**src/rtl/multi_chan_counter.sv**
```systemverilog
// NUM_CH independent programmable up-counters with one-shot or auto-wrap terminal handling.
// A valid/ready config port loads and controls the channels; rd_ctr gives a registered readback.
//
// state  | meaning
// IDLE   | stopped, ctr holds its value
// RUN    | counting on every cycle with cnt_en high
// DONE   | one-shot terminal reached, ctr holds max
module multi_chan_counter #(
   parameter int WIDTH  = 32,
   parameter int NUM_CH = 4,
   parameter int CH_W   = (NUM_CH > 1) ? $clog2(NUM_CH) : 1
) (
   input  logic              clk,
   input  logic              reset,
   input  logic              cnt_en,
   input  logic              cfg_valid,
   output logic              cfg_ready,
   input  logic [1:0]        cfg_op,
   input  logic [CH_W-1:0]   cfg_ch,
   input  logic [WIDTH-1:0]  cfg_max,
   input  logic              cfg_wrap,
   output logic              cfg_err,
   input  logic [CH_W-1:0]   rd_ch,
   output logic [WIDTH-1:0]  rd_ctr,
   output logic [NUM_CH-1:0] busy,
   output logic [NUM_CH-1:0] done,
   output logic [NUM_CH-1:0] done_pulse
);

   typedef enum logic [1:0] {S_IDLE = 2'd0, S_RUN = 2'd1, S_DONE = 2'd2} state_t;

   localparam logic [1:0] OP_LOAD   = 2'b00;
   localparam logic [1:0] OP_STOP   = 2'b01;
   localparam logic [1:0] OP_RESUME = 2'b10;
   localparam logic [1:0] OP_CLEAR  = 2'b11;

   state_t            st      [NUM_CH];
   logic [WIDTH-1:0]  ctr     [NUM_CH];
   logic [WIDTH-1:0]  max_val [NUM_CH];
   logic [NUM_CH-1:0] wrap;

   logic              accept;
   logic              ch_ok;
   logic              err_next;
   logic [NUM_CH-1:0] sel;

   // Channel decode; a select that matches no channel is still accepted but flagged.
   always_comb begin
      accept   = cfg_valid && cfg_ready;
      sel      = '0;
      ch_ok    = 1'b0;
      err_next = 1'b0;
      for (int i = 0; i < NUM_CH; i++) begin
         if (cfg_ch == CH_W'(i)) begin
            ch_ok  = 1'b1;
            sel[i] = accept;
            if (cfg_op == OP_RESUME && st[i] == S_DONE) err_next = accept;
         end
      end
      if (!ch_ok) err_next = accept;
   end

   always_ff @(posedge clk) begin
      if (reset) begin
         for (int i = 0; i < NUM_CH; i++) begin
            st[i]      <= S_IDLE;
            ctr[i]     <= '0;
            max_val[i] <= '0;
         end
         wrap       <= '0;
         done       <= '0;
         done_pulse <= '0;
         cfg_err    <= 1'b0;
         rd_ctr     <= '0;
         cfg_ready  <= 1'b0;
      end else begin
         cfg_ready <= 1'b1;
         cfg_err   <= err_next;
         rd_ctr    <= '0;
         for (int i = 0; i < NUM_CH; i++) begin
            if (rd_ch == CH_W'(i)) rd_ctr <= ctr[i];
         end
         for (int i = 0; i < NUM_CH; i++) begin
            done_pulse[i] <= 1'b0;
            // An accepted command wins over counting, which also swallows a coincident terminal pulse.
            if (sel[i]) begin
               case (cfg_op)
                  OP_LOAD: begin
                     ctr[i]     <= '0;
                     max_val[i] <= cfg_max;
                     wrap[i]    <= cfg_wrap;
                     st[i]      <= S_RUN;
                     done[i]    <= 1'b0;
                  end
                  OP_STOP: begin
                     if (st[i] == S_RUN) st[i] <= S_IDLE;
                  end
                  OP_RESUME: begin
                     if (st[i] == S_IDLE) st[i] <= S_RUN;
                  end
                  default: begin
                     done[i] <= 1'b0;
                     if (st[i] == S_DONE) st[i] <= S_IDLE;
                  end
               endcase
            end else if (st[i] == S_RUN && cnt_en) begin
               if (ctr[i] != max_val[i]) begin
                  ctr[i] <= ctr[i] + 1'b1;
               end else begin
                  done[i]       <= 1'b1;
                  done_pulse[i] <= 1'b1;
                  if (wrap[i]) ctr[i] <= '0;
                  else         st[i]  <= S_DONE;
               end
            end
         end
      end
   end

   always_comb begin
      busy = '0;
      for (int i = 0; i < NUM_CH; i++) busy[i] = (st[i] == S_RUN);
   end

endmodule

```
**config.mk**
```make
export PLATFORM = sky130hd
export DESIGN_NAME = multi_chan_counter
export DESIGN_NICKNAME = d
export VERILOG_FILES = /design/src/rtl/multi_chan_counter.sv
export SDC_FILE = /design/constraint.sdc
export NUM_CORES = 1
export LEC_CHECK = 0
export ABC_AREA = 1
export CAP_MARGIN = 20
export CELL_PAD_IN_SITES_DETAIL_PLACEMENT = 1
export CELL_PAD_IN_SITES_GLOBAL_PLACEMENT = 2
export CORE_ASPECT_RATIO = 0.6
export CORE_UTILIZATION = 31
export DETAILED_ROUTE_END_ITERATION = 16
export GPL_ROUTABILITY_DRIVEN = 0
export PLACE_DENSITY = 0.74
export SLEW_MARGIN = 20
export SYNTH_ARGS = -nofsm -noshare
export SYNTH_HDL_FRONTEND = slang
export SYNTH_SLANG_ARGS = --single-unit
```
**constraint.sdc**
```tcl
create_clock -name clk -period 8.3 [get_ports clk]
set_clock_uncertainty 0.15 [all_clocks]
set_input_delay 2.075 -clock clk [delete_from_list [all_inputs] [get_ports clk]]
set_output_delay 2.075 -clock clk [all_outputs]
set_load 0.02 [all_outputs]
```
After elaboration in Yosys (flattened, before gate mapping)
Memory sizes are Yosys's and may differ from the RTL's.
Cells that the tools add are included.
{"block": "totals", "ramBits": 264, "output_inout_bits": 46, "n_memories": 3, "elab_cells": 342, "inputBits": 43, "ff_bits": 46}
{"block": "op_classes", "muxes": 218, "n_eq_ne": 28, "n_addsub": 4, "bitwise_logic": 40, "reduce_logical": 34}
{"name": "ctr", "depth": 4, "word_bits": 32, "rd": 4, "rd_clocked_by_memory_dff": 0, "wr": 4, "line_no": "38", "text": "logic [WIDTH-1:0] ctr [NUM_CH];"}
{"name": "max_val", "depth": 4, "word_bits": 32, "rd": 4, "rd_clocked_by_memory_dff": 0, "wr": 4, "line_no": "39", "text": "logic [WIDTH-1:0] max_val [NUM_CH];"}
{"name": "st", "depth": 4, "word_bits": 2, "rd": 4, "rd_clocked_by_memory_dff": 0, "wr": 4, "line_no": "37", "text": "state_t st [NUM_CH];"}
{"op": "$mux W32", "count": 20}
{"op": "$mux W1", "count": 178}
{"op": "$add A32 B1 Y32 const B", "count": 4}
{"op": "$ne A32 B32 Y1", "count": 4}
{"op": "$mux W2", "count": 20}
{"op": "$or A1 B1 Y1", "count": 36}
{"op": "$eq A2 B2 Y1 const B", "count": 9}
{"op": "$ne A2 B2 Y1 const B", "count": 8}
{"op": "$reduce_or A3 Y1", "count": 5}
{"op": "$eq A2 B1 Y1 const B", "count": 7}
{"op": "$logic_not A2 Y1", "count": 7}
{"op": "$reduce_and A3 Y1", "count": 4}
{"op": "$logic_and A1 B1 Y1", "count": 9}
{"op": "$reduce_and A2 Y1", "count": 4}
{"op": "$reduce_bool A2 Y1", "count": 4}
{"op": "$not A1 Y1", "count": 4}
{"op": "$reduce_or A2 Y1", "count": 1}

Depth between registers and ports, before layout
Gate-level depths: netlist (run 1).
{"block": "depth", "word_depth": 11, "depth_mapped": 11, "ltp_nobuf": 10}

Least setup slack after synthesis (run 1)
Ideal clock, no wire load.
{"block": "synth_timing", "kind": "input -> register", "start": "input cfg_valid", "end": "memory ctr[3][0] (enable)", "arrival_time_ns": 6.001, "cell_stages": 5, "required_ns": 7.755, "path_buffers": 0, "setup_ns": 0.395, "setup_slack_ns": 1.754, "path_cell_list": "nand2_1 > nor2_1 > inv_1 > o21ai_0 > nand3b_1"}
{"element": "start: declaration", "line_no": "16", "text": "input logic cfg_valid,"}
{"element": "end: declaration", "line_no": "38"}

==> results by group, run 1 <==
Floorplanning
  • Die area: roughly 56000 µm²
  • Die H: approximately 180 µm
  • Starting Density: a little under a third
  • # IOs: between 80 and 90
  • Floorplan row count: 66
  • Die Span X: 304 µm
  • Core area: ~54000 µm²

Synth
  • Avg Synthesized Cell Area: 8.70 µm²
  • Cells after Synth: between 1500 and 2000
  • Synth Flop Type: edfxtp_1
  • Synth warnings: 0
  • Mapped Area: roughly 17000 µm²
  • Share of the synthesized area in the top cell type: a little under half
  • Largest cells by area after synthesis: edfxtp_1 (47%), nand2_1 (8.3%), nor2_1 (7.4%)
  • Most common cell in the netlist: nand2_1
  • Synth cell count leaders: nand2_1 (375), nor2_1 (334), edfxtp_1 (264)
  • Number of synthesized flops with an enable pin: roughly 260
  • Syn_nets: 2004
  • Sequential area share after synthesis: 52.1%
  • Yosys reg bits: between 300 and 400
  • Async S/R FF share, synth: 0%
  • Synth unique cells: 47
  • Cell taking the most area after synthesis: edfxtp_1

STA
  • Max-slew violation count: 0
  • FMAX: between 0.2 and 0.25 GHz
  • Fin. Hold Viols: 0
  • RSZ-0062 raised after global routing: false
  • Fin worst setup slack: approximately 3.7 ns
  • Sum Neg Setup Slack: 0 ns
  • Fin crit share: 54.8%
  • Slew HR: 27.5%
  • Setup violations, final: 0
  • Tightest Pin Transition: about 1.1 ns
  • Min Tclk post-route: 4.55 ns

Cells and area
  • Nets: 2090
  • Share of cells above drive strength 1: 7.41%
  • Area grow syn2layout: 16.4%
  • Final core occ: 36.5%

Placement
  • Hpwl dp: around 53000 µm
  • Setup WS pre-CTS: ~2.9 ns
  • # port buffers: 88

Global route
  • Vias in the first global route: around 14000
  • First-pass GRT wire length: about 100000 µm
  • Largest net degree at the start of global routing: 54
  • Grt total ovfl: 0
  • Initial antenna violation count: 6
  • GRT Total Usage: between 20% and 30%

Critical path
  • Crit Path Max Fanout: 53
  • Critical Path End Type: flip-flop
  • Crit path required time: between 8 and 9 ns
  • CP Launch Type: primary input
  • WP data arrival: between 4 and 5 ns
  • R2R depth: 9
  • Critical path type: primary input to flip-flop

Flow run
  • Max Cap Violations: 0

Power and ir drop
  • Lkg Pwr: 7.38 nW
  • Tot Pwr: roughly 3.8 mW
  • Peak supply drop: 0.135 mV
  • Logic pwr share: a little under a tenth
  • Clock share of power: a little over two fifths
  • P per Cell Area: 193 nW/µm²
  • NetSw: a little over 1 mW
  • Switching Fraction: 26.6%
  • Internal power: 2.80 mW
  • Seq pwr share: around 48%

Clock tree
  • Post-CTS Resized: 0
  • CTS root buf: clkbuf_16
  • H-Tree Depth: 2
  • CTS Buffer Depth: 3
  • Clk sinks: between 300 and 400
  • Clock slew at reported path FFs: 0.07 ns
  • Setup Fix Bufs, Post-CTS: 0
  • CTS tree: built
  • Clock latency at the later pin of the worst-skew pair: ~0.54 ns
  • Cts hold-fix bufs: 0
  • Total CTS buffers: 35

Detailed routing
  • Starting DRT DRC Count: 1509
  • DRC viols: 0
  • Vias: ~15000
  • TritonRoute pass-1 iters: 6
  • Final ANT Viol Nets: 0
  • Final wirelength: around 69000 µm
  • Routed WL per cell: about 25 µm
  • Vias/cell: 5.24

Worst hold path
  • Hold Path Cell Cnt: 2
  • HP Class: flip-flop to flip-flop

Outcome
  • Status: finished clean
==> power groups by stage <==
stage,Combinational [mW],Clock (mW),Sequential [mW]
floorplan,0.189,0,1.84
global placement,0.345,0,1.87
detailed placement,0.351,0,1.87
CTS,0.353,1.67,1.83
global route,0.384,1.73,1.84
finish,0.356,1.63,1.83
==> registers in the layout, summed over array words and instances (netlist names) <==
name	cells
st	8
ctr	128
done_pulse	4
done	4
cfg_err	1
rd_ctr	32
max_val	128
cfg_ready	1
wrap	4
==> worst max-delay path, stage by stage <==
cell and delay, ns:
clkdlybuf4s50_1 0.59, inv_2 0.10, buf_4 0.55, nand3_1 0.30, inv_1 0.27, nand2_2 0.48
a21oi_1 0.36
==> per-layer routing <==
layer  global-route usage, %  part of all wire, %
met1                    37.6                   49
met2                    34.8                   40
met5                       0                0.029
met4                    5.75                  2.2
met3                    5.55                  8.9
==> cell usage in the layout, fill, tap and decap left out, types with 5 or more instances in the layout <==
cell and instances:
a21oi_1 71, buf_4 12, clkbuf_1 5, clkbuf_16 37, clkdlybuf4s50_1 88, clkinv_2 6, dfxtp_1 46, edfxtp_1 264
ha_1 8, inv_1 250, nand2_1 374, nand2_2 12, nand3_1 102, nand3_2 8, nand3b_1 5, nand4_1 31
nor2_1 334, nor2_2 12, nor2_4 7, nor3_1 56, nor3_2 11, nor4_1 9, o211ai_1 5, o21ai_0 43
o221ai_1 11, o22ai_1 28, or2_0 7, or2_1 6, or2_2 24, xnor2_1 97, xor2_1 55
==> through the flow <==
step / instance area, µm² / hold slack [ns] / instances
detailed placement: 18600 / 0.323 / 2715
global route: 19800 / 0.385 / 2778
finish: 19800 / 0.343 / 2779
CTS: 19700 / 0.349 / 2777
floorplan: 17000 / 0.299 / 1953
global placement: 18600 / 0.324 / 2715
==> worst paths after layout <==
check	from	to	slack, ns
min	done[1]	done[1]	0.34
min reg2reg	done[1]	done[1]	0.34
max reg2reg	ctr[3][3]	ctr[3][28]	5.18
max	reset	ctr[0][28]	3.75
==> logic make-up (layout without fill, tap and decap cells) <==
| group | count (synthesis) | in the layout | synth area share, % |
|---|---|---|---|
| AO/OA/AOI/OAI | 169 | 169 | 5.69 |
| XOR/XNOR | 152 | 152 | 7.84 |
| adder cells (fa/ha/maj) | 8 | 8 | 0.589 |
| buffers and inverters | 306 | 417 | 7.29 |
| flip-flops | 310 | 310 | 52.1 |
| other | 0 | 1 | 0 |
| AND/OR/NAND/NOR | 1008 | 1008 | 26.5 |
==> area by class of cell <==
cell class	instances	area (µm²)
Clock buffer	45	986
Tap cell	714	893
Multi-Input combinational cell	1337	6910
Clock inverter	17	169
Inverter	254	953
Antenna cell	1	2.50
Sequential cell	310	8850
Timing Repair Buffer	101	998
Fill cell	6391	34400
No activity file was read; power rests on OpenSTA's default activity.
==> run 2, diff against run 1 <==
--- a/config.mk
+++ b/config.mk
@@ -13,7 +13,7 @@
 export CORE_UTILIZATION = 31
 export DETAILED_ROUTE_END_ITERATION = 16
 export GPL_ROUTABILITY_DRIVEN = 0
-export PLACE_DENSITY = 0.74
+export PLACE_DENSITY = 0.77
 export SLEW_MARGIN = 20
 export SYNTH_ARGS = -nofsm -noshare
 export SYNTH_HDL_FRONTEND = slang
==> constraint.sdc (replaced) <==
create_clock -name clk -period 3.7 [get_ports clk]
set_clock_uncertainty 0.15 [all_clocks]
set_input_delay 0.925 -clock clk [delete_from_list [all_inputs] [get_ports clk]]
set_output_delay 0.925 -clock clk [all_outputs]
set_load 0.02 [all_outputs]
==> run 2 against run 1 <==
Compared with the run above: combinational power up 120%; global-route usage down 1.2 points; clock power up 110%; final area up 0.71%; wire length down 4.1%; critical path depth up 3; non-clock buffer count up 19; flip-flop and latch count unchanged; register-to-register slack worse by 4.5 ns; sequential share of layout area down 0.32 points; critical path type is now flip-flop to flip-flop; highest routed layer is now met4.
==> results by group, run 2 (synthesis gave the netlist of run 1 again) <==
STA
  • Sum Neg Setup Slack: 0 ns (unchanged)
  • Fin. Hold Viols: 0 (unchanged)
  • RSZ-0062 raised after global routing: false
  • Fin worst setup slack: 0.682 ns (-3.07 ns)
  • FMAX: approximately 0.33 GHz
  • Slew HR: 21.2% (-6.3 points)
  • Tightest Pin Transition: 1.17 ns (+0.0851 ns)
  • Min Tclk post-route: 3.02 ns
  • Min Hold Slack: 0.335 ns (-0.00848 ns)
  • Max-slew violation count: 0 (unchanged)
  • Setup violations, final: 0 (unchanged)
  • Fin crit share: about four fifths

Floorplanning
  • Starting Density: 31.4% (unchanged)
  • Die area: 55800 µm² (unchanged)
  • Floorplan row count: 66 (unchanged)
  • Die H: 183 µm (unchanged)
  • # IOs: 89 (unchanged)
  • Core area: 54200 µm² (unchanged)
  • Die Span X: 304 µm (unchanged)

Cells and area
  • Finished Cell Area: 19900 µm² (+0.71%)
  • # fillers: 6339 (-0.81%)
  • Commonest non-fill, non-tap cell in the layout: nand2_1
  • Fin cells: 2797 (+0.65%)
  • Largest registers: ctr (128), max_val (128), rd_ctr (32)
  • Share of cells above drive strength 1: 8.07% (+0.65 points)
  • Area grow syn2layout: 17.2%
  • Multi-input logic area: 6910 µm² (unchanged)
  • Most frequent cells in the layout: nand2_1 (374), nor2_1 (334), edfxtp_1 (264), inv_1 (250), nand3_1 (102)
  • Nets: 2109 (+0.91%)
  • Final core occ: 36.7% (+0.26 points)
  • N_diodes: 0 (-1)
  • Sequential Area: 8850 µm² (unchanged)

Clock tree
  • Post-CTS Resized: 0 (unchanged)
  • Clock slew at reported path FFs: 0.07 ns (about the same)
  • H-Tree Depth: 2 (unchanged)
  • CTS tree: built
  • Setup Fix Bufs, Post-CTS: 0 (unchanged)
  • Total CTS buffers: 35 (unchanged)
  • Clk sinks: 310 (unchanged)
  • CTS Buffer Depth: 3 (unchanged)
  • Clock latency at the later pin of the worst-skew pair: 0.54 ns (about the same)
  • CTS root buf: clkbuf_16
  • Cts hold-fix bufs: 0 (unchanged)

Global route
  • Initial antenna violation count: 0 (-6)
  • First-pass GRT wire length: 96100 µm (-4.0%)
  • Grt total ovfl: 0 (unchanged)
  • Vias in the first global route: 14154 (-1.4%)
  • Largest net degree at the start of global routing: 35 (-35%)
  • GRT Total Usage: 23.4% (-1.2 points)

Placement
  • Total placed cells including tap cells: 2735 (+0.74%)
  • Hpwl dp: 51200 µm (-2.8%)
  • # port buffers: 88 (unchanged)
  • Dpl cell area: 18800 µm² (+1.3%)
  • Setup WS pre-CTS: 0.422 ns (-2.46 ns)

Detailed routing
  • Starting DRT DRC Count: 1452 (-3.8%)
  • TritonRoute pass-1 iters: 5 (-1)
  • Routed WL per cell: 23.5 µm (-4.7%)
  • Vias: 14342 (-1.5%)
  • DRC viols: 0 (unchanged)
  • Final wirelength: 65700 µm (-4.1%)
  • Final ANT Viol Nets: 0 (unchanged)
  • Vias/cell: 5.13 (-2.1%)

Flow run
  • Max Cap Violations: 0 (unchanged)

Worst hold path
  • HP Class: flip-flop to flip-flop

Critical path
  • Crit Path Max Fanout: 30 (-43%)
  • WP data arrival: 3.15 ns (-1.61 ns)
  • CP Launch Type: flip-flop
  • Critical Path End Type: flip-flop
  • Critical path type: flip-flop to flip-flop
  • Crit path required time: 3.83 ns (-4.68 ns)

Power and ir drop
  • Tot Pwr: 8.39 mW (+120%)
  • Lkg Pwr: 7.46 nW (+1.1%)
  • P per Cell Area: 421 nW/µm² (+120%)
  • Peak supply drop: 0.240 mV (+78%)

Outcome
  • Status: finished clean
==> run 2: layout make-up <==
type	count	share of cell area (%)
Multi-Input combinational cell	1337	34.7
Clock inverter	17	0.660
Sequential cell	310	44.5
Tap cell	714	4.49
Inverter	254	4.79
Timing Repair Buffer	120	6.07
Clock buffer	45	4.80
==> run 2: path summary, 6_finish.rpt <==
path	from	endpoint	slack, ns	cells after the start
worst min register to register	done[2]	done[2]	0.34	2
worst max-delay path	ctr[1][21]	ctr[1][31]	0.68	10
worst min-delay path	done[2]	done[2]	0.34	2
worst max register to register	ctr[1][21]	ctr[1][31]	0.68	10
==> run 2: power by group <==
| group | total, mW | internal, mW | switching, mW |
|---|---|---|---|
| sequential | 4.11 | 3.93 | 0.180 |
| clock | 3.48 | 1.97 | 1.52 |
| combinational | 0.793 | 0.277 | 0.516 |
==> run 2: critical path, stage by stage, from the launching register on <==
cell and delay, ns:
edfxtp_1 0.46, inv_1 0.28, or2_0 0.16, nand3_1 0.08, nor2_1 0.10, nand2_1 0.06, nor2_1 0.66, nand2_1 0.23
nand2_2 0.10, buf_4 0.33, a21oi_1 0.10
==> run 2: per-layer routing <==
layer,track usage (%),part of all wire (%),vias up,routed length [µm]
met4,4.10,1.6,0,1020
met3,4.67,7.8,67,5130
li1,-,-,6610,-
met1,36.6,51,7155,33200
met2,33.1,40,510,26300
met5,0,0,-,0
==> run 3, diff against run 2 <==
--- a/config.mk
+++ b/config.mk
@@ -13,7 +13,7 @@
 export CORE_UTILIZATION = 31
 export DETAILED_ROUTE_END_ITERATION = 16
 export GPL_ROUTABILITY_DRIVEN = 0
-export PLACE_DENSITY = 0.77
+export PLACE_DENSITY = 0.74
 export SLEW_MARGIN = 20
 export SYNTH_ARGS = -nofsm -noshare
 export SYNTH_HDL_FRONTEND = slang
==> constraint.sdc (replaced) <==
create_clock -name clk -period 2.8 [get_ports clk]
set_clock_uncertainty 0.15 [all_clocks]
set_input_delay 0.7 -clock clk [delete_from_list [all_inputs] [get_ports clk]]
set_output_delay 0.7 -clock clk [all_outputs]
set_load 0.02 [all_outputs]
==> run 3 against run 2 <==
Compared with the run above: setup slack worse by 0.63 ns; register-to-register slack lost 0.53 ns; via count up 2.0%; first-iteration DRC count is 15% lower; sequential share of layout area shrank 1.8 points; total power rose by 37%; core utilization grew 1.6 points; wire length up 1.0%; die area stayed put; largest cell class unchanged; largest power group unchanged.
==> results by group, run 3 (synthesis gave the netlist of run 1 again) <==
Power and ir drop
  • Internal power: 8.50 mW (+38%)
  • Lkg Pwr: 7.92 nW (+6.2%)
  • Seq pwr share: 46.9% (-2.1 points)
  • Clock share of power: 42.8% (+1.3 points)
  • Switching Fraction: 26.0% (-0.39 points)
  • Peak supply drop: 0.342 mV (+43%)
  • Logic pwr share: 10.2% (+0.7 points)
  • Tot Pwr: 11.5 mW (+37%)
  • P per Cell Area: 554 nW/µm² (+31%)
  • NetSw: 2.99 mW (+35%)

Detailed routing
  • Routed WL per cell: 23.1 µm (-1.4%)
  • Vias: 14625 (+2.0%)
  • TritonRoute pass-1 iters: 5 (unchanged)
  • DRC viols: 0 (unchanged)
  • Final ANT Viol Nets: 0 (unchanged)
  • Final wirelength: 66300 µm (+1.0%)
  • Vias/cell: 5.10 (-0.48%)
  • Starting DRT DRC Count: 1233 (-15%)

Worst hold path
  • Hold Path Cell Cnt: 2 (unchanged)
  • HP Class: flip-flop to flip-flop

STA
  • Min Tclk post-route: approximately 2.8 ns
  • Sum Neg Setup Slack: 0 ns (unchanged)
  • Max-slew violation count: 0 (unchanged)
  • RSZ-0062 raised after global routing: false
  • Fin. Hold Viols: 0 (unchanged)
  • FMAX: roughly 0.36 GHz
  • Setup violations, final: 0 (unchanged)
  • Slew HR: 42.3% (+21 points)
  • Fin crit share: a little over nine tenths
  • Tightest Pin Transition: 0.859 ns (-0.312 ns)

Global route
  • Initial antenna violation count: 1 (+1)
  • GRT Total Usage: 23.9% (+0.45 points)
  • First-pass GRT wire length: 97700 µm (+1.6%)
  • Vias in the first global route: 14557 (+2.8%)
  • Largest net degree at the start of global routing: 35 (unchanged)
  • Grt total ovfl: 0 (unchanged)

Cells and area
  • Share of cells above drive strength 1: 11.9% (+3.8 points)
  • Fin cells: 2866 (+2.5%)
  • # fillers: 6355 (+0.25%)
  • Nets: 2177 (+3.2%)
  • Most frequent cells in the layout: nand2_1 (367), nor2_1 (331), edfxtp_1 (264), inv_1 (248), nand3_1 (102)
  • Largest registers: ctr (128), max_val (128), rd_ctr (32)
  • Commonest non-fill, non-tap cell in the layout: nand2_1
  • Area grow syn2layout: 22.1%
  • N_diodes: 0 (unchanged)

Floorplanning
  • Core area: 54200 µm² (unchanged)
  • Die area: 55800 µm² (unchanged)
  • Die Span X: 304 µm (unchanged)
  • Die H: 183 µm (unchanged)
  • Floorplan row count: 66 (unchanged)
  • Starting Density: 31.4% (unchanged)
  • # IOs: 89 (unchanged)

Flow run
  • Max Cap Violations: 0 (unchanged)

Critical path
  • Critical path type: flip-flop to primary output
  • Crit path required time: 1.95 ns (-1.88 ns)
  • Critical Path End Type: primary output
  • WP data arrival: 1.90 ns (-1.25 ns)
  • Worst-path cell chain: nor2_1 -> clkdlybuf4s50_1
  • Delay-heaviest family, CP: buffers and inverters
  • R2R depth: 10 (unchanged)
  • Crit Path Max Fanout: 3 (-90%)
  • Buffers & Inverters on Critical Path: 1 (-1)
  • CP Launch Type: flip-flop
  • CP Depth: 2 (-8)
  • Slowest cell on the critical path: clkdlybuf4s50_1
  • Crit-path max cell delay: 0.67 ns (about the same)

Outcome
  • Status: finished clean

Clock tree
  • Cts hold-fix bufs: 0 (unchanged)
  • CTS Buffer Depth: 3 (unchanged)
  • Clock latency at the later pin of the worst-skew pair: 0.54 ns (about the same)
  • Clock slew at reported path FFs: 0.07 ns (about the same)
  • H-Tree Depth: 2 (unchanged)
  • Total CTS buffers: 35 (unchanged)
  • Clk sinks: 310 (unchanged)
  • CTS tree: built
  • CTS root buf: clkbuf_16

Placement
  • Hpwl dp: 52200 µm (+2.0%)
  • # port buffers: 88 (unchanged)
  • Total placed cells including tap cells: 2803 (+2.5%)
-- run 3: cell count changes in the layout (fill, tap and decap cells not counted), sizes merged --
cell	previous run	this run
buf	32	100
clkbuf	45	54
clkinv	14	3
clkinvlp	1	3
inv	254	255
-- run 3: final timing paths --
| check | startpoint | endpoint | slack, ns |
|---|---|---|---|
| max | st[0][1] | busy[0] | 0.05 |
| min | wrap[2] | wrap[2] | 0.33 |
| max reg2reg | ctr[2][31] | ctr[2][30] | 0.15 |
| min reg2reg | wrap[2] | wrap[2] | 0.33 |
-- run 3: layout make-up --
class,instances,area (µm²),area share (%)
Sequential cell,310,8850,42.7
Multi-Input combinational cell,1337,6970,33.6
Timing Repair Buffer,188,1880,9.07
Clock buffer,54,1090,5.25
Inverter,254,953,4.60
Tap cell,714,893,4.31
Clock inverter,9,106,0.513
-- run 3: metal layers --
metal / global-route usage (%) / wire, µm
met5: 0 / 0
met4: 6.96 / 1930
met2: 32.4 / 25500
met1: 36.7 / 33300
met3: 5.70 / 5560
-- run 3: repair_timing --
action                                  CTS  global route
endpoints found under the setup margin    0            54
setup buffers                             0             0
resized for setup                         0             2
hold endpoints to repair                  0             0
-- run 3: power groups by stage --
stage | Combinational [mW] | Clock [mW] | Sequential, mW
CTS | 1.18 | 5.03 | 5.39
detailed placement | 1.17 | 0 | 5.49
global route | 1.27 | 5.16 | 5.41
finish | 1.18 | 4.92 | 5.39
floorplan | 0.567 | 0 | 5.45
global placement | 1.15 | 0 | 5.48
-- run 3: worst register-to-register path, stage by stage, from the launching register on --
cell and delay, ns:
edfxtp_1 0.40, inv_1 0.28, or2_2 0.17, nand3_1 0.08, nor2_2 0.24, nand2_1 0.19, nor2_1 0.29, nand3_1 0.19
nand2_1 0.11, nand2_2 0.07, buf_12 0.17
-- run 3: through the flow --
step	cell area [µm²]	util, %	setup slack (ns)	hold slack [ns]
global placement	19500	36.1	-0.0327	0.316
floorplan	17100	-	-0.265	0.299
CTS	20700	38.3	0.0197	0.338
detailed placement	19500	36.1	-0.0487	0.326
global route	20700	38.3	0.000417	0.377
finish	20700	38.3	0.0476	0.334
